File: src/rtl/pht_update_scheduler_if.sv
// Port bundle for the gshare PHT update scheduler: fetch lookup, commit resolve
// and single-port PHT access signals.
`timescale 1ns/1ps
interface pht_update_scheduler_if #(
  parameter int unsigned G_WIDTH = 7,
  parameter int unsigned Q_DEPTH = 4
);
  localparam int unsigned IW = G_WIDTH + 1;
  localparam int unsigned CW = $clog2(Q_DEPTH) + 1;

  logic          lookupValid;
  logic [IW-1:0] lookupIndex;
  logic          predValid;
  logic          predTaken;
  logic          resolveValid;
  logic [IW-1:0] resolveIndex;
  logic          resolveTaken;
  logic          resolveReady;
  logic          phtEn;
  logic          phtWe;
  logic [IW-1:0] phtAddr;
  logic [1:0]    phtWdata;
  logic [1:0]    phtRdata;
  logic [CW-1:0] queueCount;
  logic          busy;

  modport master (
    output lookupValid, lookupIndex, resolveValid, resolveIndex, resolveTaken, phtRdata,
    input  predValid, predTaken, resolveReady, phtEn, phtWe, phtAddr, phtWdata,
           queueCount, busy
  );

  modport slave (
    input  lookupValid, lookupIndex, resolveValid, resolveIndex, resolveTaken, phtRdata,
    output predValid, predTaken, resolveReady, phtEn, phtWe, phtAddr, phtWdata,
           queueCount, busy
  );
endinterface

File: src/rtl/pht_update_scheduler.sv
// Shares the single-port gshare PHT between fetch lookups and queued 2-bit counter
// read-modify-write updates. Optional PHT_BYPASS_EN forwards a pending update to fetch.
`timescale 1ns/1ps
module pht_update_scheduler #(
  parameter int unsigned G_WIDTH = 7,
  parameter int unsigned Q_DEPTH = 4
) (
  input  logic clk,
  input  logic reset,
  pht_update_scheduler_if.slave bus
);
  localparam int unsigned IW = G_WIDTH + 1;
  localparam int unsigned PW = $clog2(Q_DEPTH);
  localparam int unsigned CW = PW + 1;

  typedef struct packed {
    logic [IW-1:0] index;
    logic          taken;
  } res_t;

  typedef enum logic [1:0] {S_IDLE, S_RD, S_WR_PEND} state_t;

  res_t          q_mem [Q_DEPTH];
  logic [PW-1:0] wr_ptr_q, rd_ptr_q;
  logic [CW-1:0] count_q, count_d;
  state_t        state_q, state_d;
  logic [1:0]    ctr_q, ctr_d;
  logic          pred_valid_q;

  res_t          head;
  logic          resolve_ready, push, pop;
  logic [1:0]    ctr_cur, new_ctr;
  logic          pht_en, pht_we;
  logic [IW-1:0] pht_addr;
  logic [1:0]    pht_wdata;
  logic          pred_taken;

  assign head          = q_mem[rd_ptr_q];
  assign resolve_ready = count_q < CW'(Q_DEPTH);
  assign push          = bus.resolveValid && resolve_ready;

  // Counter under update: fresh read data in RD, captured copy while write is pending
  always_comb begin
    ctr_cur = (state_q == S_RD) ? bus.phtRdata : ctr_q;
    new_ctr = ctr_cur;
    if (head.taken && ctr_cur != 2'd3)
      new_ctr = ctr_cur + 2'd1;
    else if (!head.taken && ctr_cur != 2'd0)
      new_ctr = ctr_cur - 2'd1;
  end

  always_comb begin
    state_d   = state_q;
    ctr_d     = ctr_q;
    pop       = 1'b0;
    pht_en    = 1'b0;
    pht_we    = 1'b0;
    pht_addr  = '0;
    pht_wdata = '0;
    if (bus.lookupValid) begin
      pht_en   = 1'b1;
      pht_addr = bus.lookupIndex;
    end
    unique case (state_q)
      S_IDLE: begin
        if (count_q != '0 && !bus.lookupValid) begin
          pht_en   = 1'b1;
          pht_addr = head.index;
          state_d  = S_RD;
        end
      end
      S_RD, S_WR_PEND: begin
        if (state_q == S_RD) ctr_d = bus.phtRdata;
        if (!bus.lookupValid) begin
          pht_en    = 1'b1;
          pht_we    = 1'b1;
          pht_addr  = head.index;
          pht_wdata = new_ctr;
          pop       = 1'b1;
          state_d   = S_IDLE;
        end else begin
          state_d = S_WR_PEND;
        end
      end
      default: state_d = S_IDLE;
    endcase
  end

  always_comb begin
    count_d = count_q;
    if (push && !pop)      count_d = count_q + CW'(1);
    else if (!push && pop) count_d = count_q - CW'(1);
  end

  always_ff @(posedge clk or posedge reset) begin
    if (reset) begin
      state_q      <= S_IDLE;
      ctr_q        <= '0;
      count_q      <= '0;
      wr_ptr_q     <= '0;
      rd_ptr_q     <= '0;
      pred_valid_q <= 1'b0;
    end else begin
      state_q      <= state_d;
      ctr_q        <= ctr_d;
      count_q      <= count_d;
      pred_valid_q <= bus.lookupValid;
      if (push) wr_ptr_q <= wr_ptr_q + PW'(1);
      if (pop)  rd_ptr_q <= rd_ptr_q + PW'(1);
    end
  end

  // Queue payload needs no reset; occupancy is tracked by the pointers and count
  always_ff @(posedge clk) begin
    if (push) q_mem[wr_ptr_q] <= '{index: bus.resolveIndex, taken: bus.resolveTaken};
  end

`ifdef PHT_BYPASS_EN
  logic [IW-1:0] pred_index_q;
  logic          bypass;

  always_ff @(posedge clk or posedge reset) begin
    if (reset) pred_index_q <= '0;
    else       pred_index_q <= bus.lookupIndex;
  end

  assign bypass     = (state_q == S_RD || state_q == S_WR_PEND) && (pred_index_q == head.index);
  assign pred_taken = pred_valid_q && (bypass ? new_ctr[1] : bus.phtRdata[1]);
`else
  assign pred_taken = pred_valid_q && bus.phtRdata[1];
`endif

  // Reset forces every output low, including the combinational port controls
  assign bus.phtEn        = pht_en && !reset;
  assign bus.phtWe        = pht_we && !reset;
  assign bus.phtAddr      = reset ? '0 : pht_addr;
  assign bus.phtWdata     = reset ? '0 : pht_wdata;
  assign bus.resolveReady = resolve_ready && !reset;
  assign bus.predValid    = pred_valid_q;
  assign bus.predTaken    = pred_taken && !reset;
  assign bus.queueCount   = count_q;
  assign bus.busy         = (state_q != S_IDLE || count_q != '0) && !reset;
endmodule

File: src/flat_wrapper.sv
// flat-port wrapper written by rule: the top's interface ports become plain ports
module pht_update_scheduler_flat 
#(
  parameter int unsigned G_WIDTH = 7,
  parameter int unsigned Q_DEPTH = 4
)
  (clk, reset, bus_lookupValid, bus_lookupIndex, bus_resolveValid, bus_resolveIndex, bus_resolveTaken, bus_phtRdata, bus_predValid, bus_predTaken, bus_resolveReady, bus_phtEn, bus_phtWe, bus_phtAddr, bus_phtWdata, bus_queueCount, bus_busy);
  pht_update_scheduler_if #(.G_WIDTH(G_WIDTH), .Q_DEPTH(Q_DEPTH)) bus_i ();
  input  logic clk;
  input  logic reset;
  input wire logic [$bits(bus_i.lookupValid)-1:0] bus_lookupValid;
  input wire logic [$bits(bus_i.lookupIndex)-1:0] bus_lookupIndex;
  input wire logic [$bits(bus_i.resolveValid)-1:0] bus_resolveValid;
  input wire logic [$bits(bus_i.resolveIndex)-1:0] bus_resolveIndex;
  input wire logic [$bits(bus_i.resolveTaken)-1:0] bus_resolveTaken;
  input wire logic [$bits(bus_i.phtRdata)-1:0] bus_phtRdata;
  output wire logic [$bits(bus_i.predValid)-1:0] bus_predValid;
  output wire logic [$bits(bus_i.predTaken)-1:0] bus_predTaken;
  output wire logic [$bits(bus_i.resolveReady)-1:0] bus_resolveReady;
  output wire logic [$bits(bus_i.phtEn)-1:0] bus_phtEn;
  output wire logic [$bits(bus_i.phtWe)-1:0] bus_phtWe;
  output wire logic [$bits(bus_i.phtAddr)-1:0] bus_phtAddr;
  output wire logic [$bits(bus_i.phtWdata)-1:0] bus_phtWdata;
  output wire logic [$bits(bus_i.queueCount)-1:0] bus_queueCount;
  output wire logic [$bits(bus_i.busy)-1:0] bus_busy;
  assign bus_i.lookupValid = bus_lookupValid;
  assign bus_i.lookupIndex = bus_lookupIndex;
  assign bus_i.resolveValid = bus_resolveValid;
  assign bus_i.resolveIndex = bus_resolveIndex;
  assign bus_i.resolveTaken = bus_resolveTaken;
  assign bus_i.phtRdata = bus_phtRdata;
  assign bus_predValid = bus_i.predValid;
  assign bus_predTaken = bus_i.predTaken;
  assign bus_resolveReady = bus_i.resolveReady;
  assign bus_phtEn = bus_i.phtEn;
  assign bus_phtWe = bus_i.phtWe;
  assign bus_phtAddr = bus_i.phtAddr;
  assign bus_phtWdata = bus_i.phtWdata;
  assign bus_queueCount = bus_i.queueCount;
  assign bus_busy = bus_i.busy;
  pht_update_scheduler #(.G_WIDTH(G_WIDTH), .Q_DEPTH(Q_DEPTH)) u_core (.clk(clk), .reset(reset), .bus(bus_i));
endmodule
File: config.mk
export PLATFORM = sky130hd
export DESIGN_NAME = pht_update_scheduler_flat
export DESIGN_NICKNAME = d
export VERILOG_FILES = /design/src/rtl/pht_update_scheduler_if.sv /design/src/rtl/pht_update_scheduler.sv /design/src/flat_wrapper.sv
export SDC_FILE = /design/constraint.sdc
export NUM_CORES = 1
export LEC_CHECK = 0
export CAP_MARGIN = 0
export CORE_AREA = 2 2 78 80
export DETAILED_ROUTE_END_ITERATION = 8
export DIE_AREA = 0 0 80 82
export PLACE_DENSITY_LB_ADDON = 0.15
export SLEW_MARGIN = 25
export SYNTH_ARGS = -nofsm -noshare
export SYNTH_HDL_FRONTEND = slang
export SYNTH_SLANG_ARGS = --single-unit
File: constraint.sdc
create_clock -name clk -period 2.4 [get_ports clk]
set_clock_uncertainty 0.1 [all_clocks]
set_input_delay 0.24 -clock clk [delete_from_list [all_inputs] [get_ports clk]]
set_output_delay 0.24 -clock clk [all_outputs]
set_load 0.01 [all_outputs]
==> results of run 1 <==
sequential cells by signal, summed over array words and instances, names as in the netlist, named ones only:
signal and count:
u_core.wr_ptr_q 2, u_core.bus.queueCount 3, u_core.rd_ptr_q 2, u_core.state_q 2, u_core.q_mem 36, u_core.ctr_q 1, u_core.bus.predValid 1
per-stage QoR:
step,TNS [ns],std cells,setup WS (ns)
floorplan,0,143,0.121
global placement,-0.663,276,-0.382
detailed placement,-0.924,276,-0.427
finish,-0.178,290,-0.178
global route,-0.479,290,-0.268
CTS,-0.309,286,-0.175
synth_stat cells (all sizes together), types with 2 or more instances:
master and count:
nand2 6, xor2 2, mux2i 3, nor2b 2
dfrtp 12, a22oi 8, buf 2, and2 4
xnor2 4, ha 10, nor2 5, clkbuf 3
inv 8, nor3 10, edfxtp 36, a21oi 3
mux2 3, mux4 9
power breakdown:
part,leakage (nW),internal (W),switching (W)
registers,0.469,0.00108,0.0000880
clock network,0.0378,0.000201,0.000264
logic,0.641,0.000940,0.000796
layout make-up:
cell class / instances / area (µm²)
clock inverters: 3 / 18.8
fillers: 497 / 2710
well taps: 75 / 93.8
flip-flops and latches: 48 / 1380
multi-input cells: 82 / 866
clock buffers: 5 / 68.8
inverters: 8 / 30.0
repair buffers: 69 / 579
logic make-up (layout without fill, tap and decap cells):
kind of cell | count (synthesis) | in the layout | synth area share, %
AO/OA/AOI/OAI | 15 | 15 | 4.79
flip-flops | 48 | 48 | 62.9
buffers and inverters | 13 | 85 | 2.34
multiplexers | 15 | 15 | 12.1
adder cells (fa/ha/maj) | 11 | 11 | 6.61
XOR/XNOR | 6 | 6 | 2.39
AND/OR/NAND/NOR | 35 | 35 | 8.83
critical path, cell delays in order (launching register included):
cell	delay [ns]
dfrtp_1	0.39
inv_2	0.08
ha_4	0.16
mux2_4	0.32
ha_4	0.25
or4b_1	0.49
o211ai_1	0.09
buf_2	0.16
final timing paths:
| kind | start | to | slack (ns) | depth (start not counted) |
|---|---|---|---|---|
| min in group clk | register | register | 0.45 | 1 |
| hold / removal | reset | u_core.state_q[1] | 0.43 | 4 |
| setup / recovery | u_core.state_q[1] | bus_phtWdata[1] | -0.18 | 7 |
| max in group asynchronous | reset | u_core.state_q[0] | 1.62 | 4 |
| hold reg to reg | register | register | 0.45 | 1 |
| setup reg to reg | u_core.state_q[0] | u_core.bus.queueCount[2] | 0.11 | 12 |
per-layer routing:
layer | track usage [%] | wire [µm]
met5 | 0 | 0
met1 | 20.5 | 2190
met3 | 3.19 | 207
met2 | 28.3 | 2480
met4 | 4.58 | 57
timing repair:
action,CTS,global route
gates resized for setup,40,26
gates cloned,0,1
pin swaps,0,4
setup buffers,2,3
hold endpoints to repair,0,0
hold buffers,0,0
endpoints found under the setup margin,12,14
==> impl_metrics.ini, run 1 <==
[sta]
fmax_mhz = 388
final.period_utilization_pct = 107
rsz0062_at_grt = true
slew_headroom_pct = 64.7
worstMarginPinSlew_ns = 0.529
fin_crit_ns = 2.58
hold-worst-slack_ns = 0.431
setup_viol = 1
layout_setup_ws_ns = -0.178
finalHoldViolCount = 0
maxSlewViolCount = 0

[detailed_routing]
drc = 0
vias = 1449
drtPass1Iterations = 4
drt_iter0_drc = 68
wl_per_cell_um = 17.0
wl_um = 4930
via_per_inst = 5.00
postRouteAntennaNets = 0

[die]
fp.dieW_um = 80
die_h_um = 82
core_um2 = 5750
die-area_um2 = 6560
row_count = 28
io_pins = 42
initial_utilization_pct = 38.2

[setup_path]
crit_arrival_ns = 2.24
required_ns = 2.06
worstPathMaxFanout = 3
startpoint_type = register
cp-end-kind = primary output
critPathKind = reg2out

[finish]
layout_commonest_cell = edfxtp_1
n_antenna_cell = 0
drive_gt1_share_pct = 34.4
most-common-layout-cells = edfxtp_1, clkdlybuf4s50_1, buf_4
num-nets-final = 248
fin_area_um2 = 3040
area_growth_pct = 38.3
final_util_pct = 52.9

[synthesis]
synth-seq-cells = 48
synth_area_um2 = 2200
synth_warnings = 0
synthTopCellsByArea = edfxtp_1, dfrtp_1, mux4_2
syn-num-nets = 177
synth_top_area_share_pct = 49.2
synth.distinct_cells = 32
synthArstFlopShare_pct = 25.0
syn_inst = 143
syn_avg_cell_area_um2 = 15.4
synthFlopType = edfxtp_1
yosysSeqAreaShare_pct = 62.9
yosys.area.top_type = edfxtp_1
synth_edf_count = 36

[global_route]
antenna_found_initial = 0
track_usage_pct = 16.2
grt_pass1_wl_um = 7860
grt_max_degree = 16
grt_pass1_vias = 1552
overflow = 0

[power_and_ir_drop]
total_power_w = 0.00337
p_leak_nw = 1.15
power.density_nw_per_um2 = 1110
ir_drop_mv = 0.496

[run_status]
status = finished with violations
violations = negative setup slack

[clocking]
cts_tree = yes
cts_buffer_depth = 2
cts_max_level = 2
path_clk_slew_ns = 0.09
numCtsBuffers = 5
clkSinkCount = 48
cts.root.buffer_cell = clkbuf_8
clk_latency_ns = 0.30

[place]
port_buffers = 41
routabilityCongestion = 0.745
hpwl_um = 3460
dpl_cell_area_um2 = 2840

[run]
cap_violations = 0

[hold_path]
min_path_type = in2async
(Power assumes the default switching activity.)
==> run 2: changes to the inputs <==
--- a/config.mk
+++ b/config.mk
@@ -9,7 +9,7 @@
 export CORE_AREA = 2 2 78 80
 export DETAILED_ROUTE_END_ITERATION = 8
 export DIE_AREA = 0 0 80 82
-export PLACE_DENSITY_LB_ADDON = 0.15
+export PLACE_DENSITY = 0.71
 export SLEW_MARGIN = 25
 export SYNTH_ARGS = -nofsm -noshare
 export SYNTH_HDL_FRONTEND = slang
==> run 2 against run 1 <==
  * The run still ends with negative setup slack left
  * Critical path type unchanged
  * Register-to-register slack worse by 0.02 ns
  * Final area is 3.7% higher
  * Cell count up 1.4%
  * Power up 5.6%
  * Count of clock-buffer cells in the layout is the same
  * Routed wire length fell by 1.5%
  * Global-route usage is 0.21 points higher
  * First-iteration DRC count increased by 16%
  * Sequential cell count stayed put
  * Combinational power grew 11%
==> impl_metrics.ini, run 2 (synthesis gave the netlist of run 1 again) <==
[run_status]
status = finished with violations
violations = negative setup slack

[place]
port_buffers = 41
post-place-ws_ns = -0.410
hpwl_um = 3160
routabilityCongestion = 0.748

[detailed_routing]
drtPass1Iterations = 4
vias = 1465
via_per_inst = 4.98
postRouteAntennaNets = 0
drt_iter0_drc = 79
wl_um = 4860
wl_per_cell_um = 16.5
drc = 0

[setup_path]
startpoint_type = register
critPathKind = reg2out
cp-end-kind = primary output
worstPathMaxFanout = 3
required_ns = 2.06
crit_arrival_ns = 2.24

[sta]
final.period_utilization_pct = 107
fmax_mhz = 388
rsz0062_at_grt = true
fin_tns_setup_ns = -0.179
slew_headroom_pct = 66.5
layout_setup_ws_ns = -0.179
setup_viol = 1
fin_crit_ns = 2.58
maxSlewViolCount = 0
worstMarginPinSlew_ns = 0.502
hold-worst-slack_ns = 0.413
finalHoldViolCount = 0

[power_and_ir_drop]
power_frac_seq_pct = 32.8
ir_drop_mv = 0.484
power.internal_w = 0.00239
p_sw_w = 0.00117
swShare_pct = 32.8
p_leak_nw = 1.21
power.density_nw_per_um2 = 1130
power_frac_comb_pct = 54.5
p_clk_share_pct = 12.7
total_power_w = 0.00356

[hold_path]
min_path_type = reg2reg

[global_route]
grt_pass1_wl_um = 7690
track_usage_pct = 16.4
antenna_found_initial = 0
grt_pass1_vias = 1482
overflow = 0
grt_max_degree = 16

[clocking]
cts_buffer_depth = 2
cts.root.buffer_cell = clkbuf_8
cts_tree = yes
clk_latency_ns = 0.29
cts_max_level = 2
cts_hold_buf = 0
numCtsBuffers = 5
clkSinkCount = 48
path_clk_slew_ns = 0.08

[run]
cap_violations = 0

[finish]
largest-register = u_core.q_mem
area_growth_pct = 43.4
multi_input_comb_area_um2 = 888
drive_gt1_share_pct = 37.9
largest_register_ff_count = 36
fill_cells = 496
register_area_um2 = 1380
layout_commonest_cell = edfxtp_1
most-common-layout-cells = edfxtp_1, clkdlybuf4s50_1, buf_4
num-nets-final = 252
n_antenna_cell = 0

[die]
row_count = 28
initial_utilization_pct = 38.2
die-area_um2 = 6560
fp.dieW_um = 80
die_h_um = 82
io_pins = 42
core_um2 = 5750
## run 2: cell types whose count changed in the layout (fill, tap and decap cells not counted), sizes merged
| cell | change |
|---|---|
| clkbuf | -3 |
| bufbuf | +1 |
| clkinv | +2 |
| clkinvlp | -2 |
| buf | +4 |
| clkdlybuf4s15 | +2 |
## run 2: layout make-up
| class | instances | share of cell area [%] |
|---|---|---|
| Clock buffer | 5 | 2.19 |
| Clock inverter | 3 | 0.437 |
| Inverter | 8 | 0.954 |
| Multi-Input combinational cell | 82 | 28.2 |
| Sequential cell | 48 | 43.9 |
| Tap cell | 75 | 2.98 |
| Timing Repair Buffer | 73 | 21.3 |
## run 2: per-layer routing
metal	share of wire (%)	vias up	GRT usage [%]
met5	0	-	0
met4	1.3	0	5.59
met1	44	721	20.8
met2	49	50	27.4
met3	6.0	6	4.18
li1	-	688	-
## run 2: stage by stage
stage | std cells | cell area (µm²) | utilization [%]
after floorplan | 143 | 2200 | -
after global placement | 273 | 2820 | 49.1
after detailed placement | 273 | 2820 | 49.1
after CTS | 283 | 3000 | 52.2
after global routing | 294 | 3150 | 54.8
final | 294 | 3150 | 54.8
## run 2: repair_timing
item                       in CTS  in global routing
pin swaps                       1                  6
gates cloned                    2                  0
setup endpoints to repair      11                 12
setup buffers                   0                 12
resized for setup              37                 38
## run 2: critical path: stages, from the launching register on
cell and delay [ns]:
dfrtp_1 0.39, inv_2 0.08, ha_4 0.16, mux2_4 0.32
ha_4 0.24, or4b_1 0.50, o211ai_1 0.09, buf_2 0.16
## run 2: worst paths after layout
kind,depth (start not counted),slack (ns),startpoint,to
max in group asynchronous,4,1.57,reset,u_core.rd_ptr_q[0]
min in group asynchronous,4,0.46,reset,u_core.bus.predValid
hold / removal,1,0.41,register,register
setup / recovery,7,-0.18,u_core.state_q[1],bus_phtWdata[1]
hold reg to reg,1,0.41,register,register
setup reg to reg,12,0.09,u_core.state_q[0],u_core.bus.queueCount[2]
## run 2: power groups by stage
| stage | Clock (W) | Combinational [W] | Sequential [W] |
|---|---|---|---|
| after floorplan | 0 | 0.000816 | 0.00119 |
| after global placement | 0 | 0.00140 | 0.00117 |
| after detailed placement | 0 | 0.00143 | 0.00117 |
| after CTS | 0.000465 | 0.00163 | 0.00117 |
| after global routing | 0.000500 | 0.00211 | 0.00119 |
| final | 0.000451 | 0.00194 | 0.00117 |
==> run 3: changes to the inputs <==
--- a/config.mk
+++ b/config.mk
@@ -6,10 +6,10 @@
 export NUM_CORES = 1
 export LEC_CHECK = 0
 export CAP_MARGIN = 0
-export CORE_AREA = 2 2 78 80
+export CORE_AREA = 2 2 83 85
 export DETAILED_ROUTE_END_ITERATION = 8
-export DIE_AREA = 0 0 80 82
-export PLACE_DENSITY = 0.71
+export DIE_AREA = 0 0 85 87
+export PLACE_DENSITY = 0.65
 export SLEW_MARGIN = 25
 export SYNTH_ARGS = -nofsm -noshare
 export SYNTH_HDL_FRONTEND = slang
==> run 3 against run 2 <==
  * The run still ends with negative setup slack left
  * Critical path depth stayed put
  * Fmax is 1.3% lower
  * Non-clock buffer count is 1 lower
==> impl_metrics.ini, run 3 (synthesis gave the netlist of run 1 again) <==
[global_route]
track_usage_pct = 13.1
grt_pass1_vias = 1406
antenna_found_initial = 0
overflow = 0
grt_pass1_wl_um = 7260
grt_max_degree = 16

[sta]
fmax_mhz = 383
layout_setup_ws_ns = -0.214
maxSlewViolCount = 0
finalHoldViolCount = 0
fin_tns_setup_ns = -0.214
rsz0062_at_grt = true
hold-worst-slack_ns = 0.421
final.period_utilization_pct = 109
slew_headroom_pct = 65.2
setup_viol = 1
worstMarginPinSlew_ns = 0.523
fin_crit_ns = 2.61

[detailed_routing]
drt_iter0_drc = 81
drtPass1Iterations = 4
wl_per_cell_um = 15.4
wl_um = 4600
vias = 1387
via_per_inst = 4.65
drc = 0
postRouteAntennaNets = 0

[place]
routabilityCongestion = 0.767
post-place-ws_ns = -0.450
port_buffers = 41
hpwl_um = 3300

[setup_path]
critPathMaxStageDelay_ns = 0.47
crit_arrival_ns = 2.27
critPathTopFamily = simple AND/OR/NAND/NOR gates
startpoint_type = register
critPathKind = reg2out
rrSetupSlack_ns = 0.11
required_ns = 2.06
crit_top_cell = ha_4
worstPathMaxFanout = 3
cp-end-kind = primary output
slowest_stage = or4b_4
cp_cell_sequence = buf_6, ha_4, mux2_4, ha_4, or4b_4, o211ai_1, buf_2
critical_path_buf_inv_count = 2

[die]
initial_utilization_pct = 33.4
core_um2 = 6570
io_pins = 42
row_count = 30
fp.dieW_um = 85
die-area_um2 = 7400
die_h_um = 87

[finish]
largest_register_ff_count = 36
layout_commonest_cell = edfxtp_1
n_antenna_cell = 0
largest-register = u_core.q_mem
most-common-layout-cells = edfxtp_1, clkdlybuf4s50_1, buf_4
num-nets-final = 251
drive_gt1_share_pct = 36.2
area_growth_pct = 42.8
final_util_pct = 47.8

[power_and_ir_drop]
power_frac_seq_pct = 33.1
ir_drop_mv = 0.547
p_leak_nw = 1.20
power.internal_w = 0.00237
swShare_pct = 32.1
power.density_nw_per_um2 = 1110
p_clk_share_pct = 16.4
power_frac_comb_pct = 50.5
p_sw_w = 0.00112
total_power_w = 0.00349

[clocking]
clkSinkCount = 48
cts_buffer_depth = 2
cts.root.buffer_cell = clkbuf_8
clk_latency_ns = 0.30
cts_max_level = 2
path_clk_slew_ns = 0.09
cts_tree = yes
cts_hold_buf = 0
numCtsBuffers = 5

[run]
cap_violations = 0

[run_status]
status = finished with violations
violations = negative setup slack

[hold_path]
min_path_type = reg2reg
-- run 3: final timing paths --
kind,depth (start not counted),to,from
setup / recovery,7,bus_phtWdata[1],u_core.state_q[0]
hold / removal,1,register,register
setup reg to reg,12,u_core.bus.queueCount[2],u_core.state_q[0]
hold reg to reg,1,register,register
max in group asynchronous,4,u_core.rd_ptr_q[1],reset
min in group asynchronous,4,async pin,reset
-- run 3: layout make-up --
class,instances,area [µm²]
fill,570,3430
sequential,48,1380
multi-input combinational,82,902
timing repair buffer,72,612
tap,80,100
clock buffer,5,68.8
clock inverter,3,42.5
inverter,8,30.0
-- run 3: layer usage --
metal,vias up,global-route usage (%),part of all wire [%]
li1,686,-,-
met1,667,16.2,44
met2,30,22.2,51
met3,4,3.41,4.3
met4,0,4.76,0.83
met5,-,0,0
-- run 3: power groups by stage --
| stage | clock, W | sequential (W) | combinational (W) |
|---|---|---|---|
| global route | 0.000624 | 0.00117 | 0.00193 |
| detailed placement | 0 | 0.00117 | 0.00145 |
| floorplan | 0 | 0.00119 | 0.000816 |
| finish | 0.000572 | 0.00116 | 0.00176 |
| CTS | 0.000588 | 0.00115 | 0.00157 |
| global placement | 0 | 0.00116 | 0.00143 |
-- run 3: what timing repair did --
item                       in CTS  in global routing
setup buffers                   2                  5
pin swaps                       4                  7
setup endpoints to repair      11                 13
resized for setup              28                 41
-- run 3: worst register-to-register path: cells and delay by family (launching register included) --
kind / cells / cell delay [ns]
and+or+nand+nor: 2 / 0.21
adders and majority gates: 3 / 0.67
xor gates and xnor gates: 2 / 0.31
buffers and inverters: 5 / 0.53
DFF: 1 / 0.40
-- run 3: through the flow --
stage               instances  instance area [µm²]
finish                    298                 3140
global route              298                 3140
CTS                       293                 3030
detailed placement        283                 2870
global placement          283                 2870
floorplan                 143                 2200
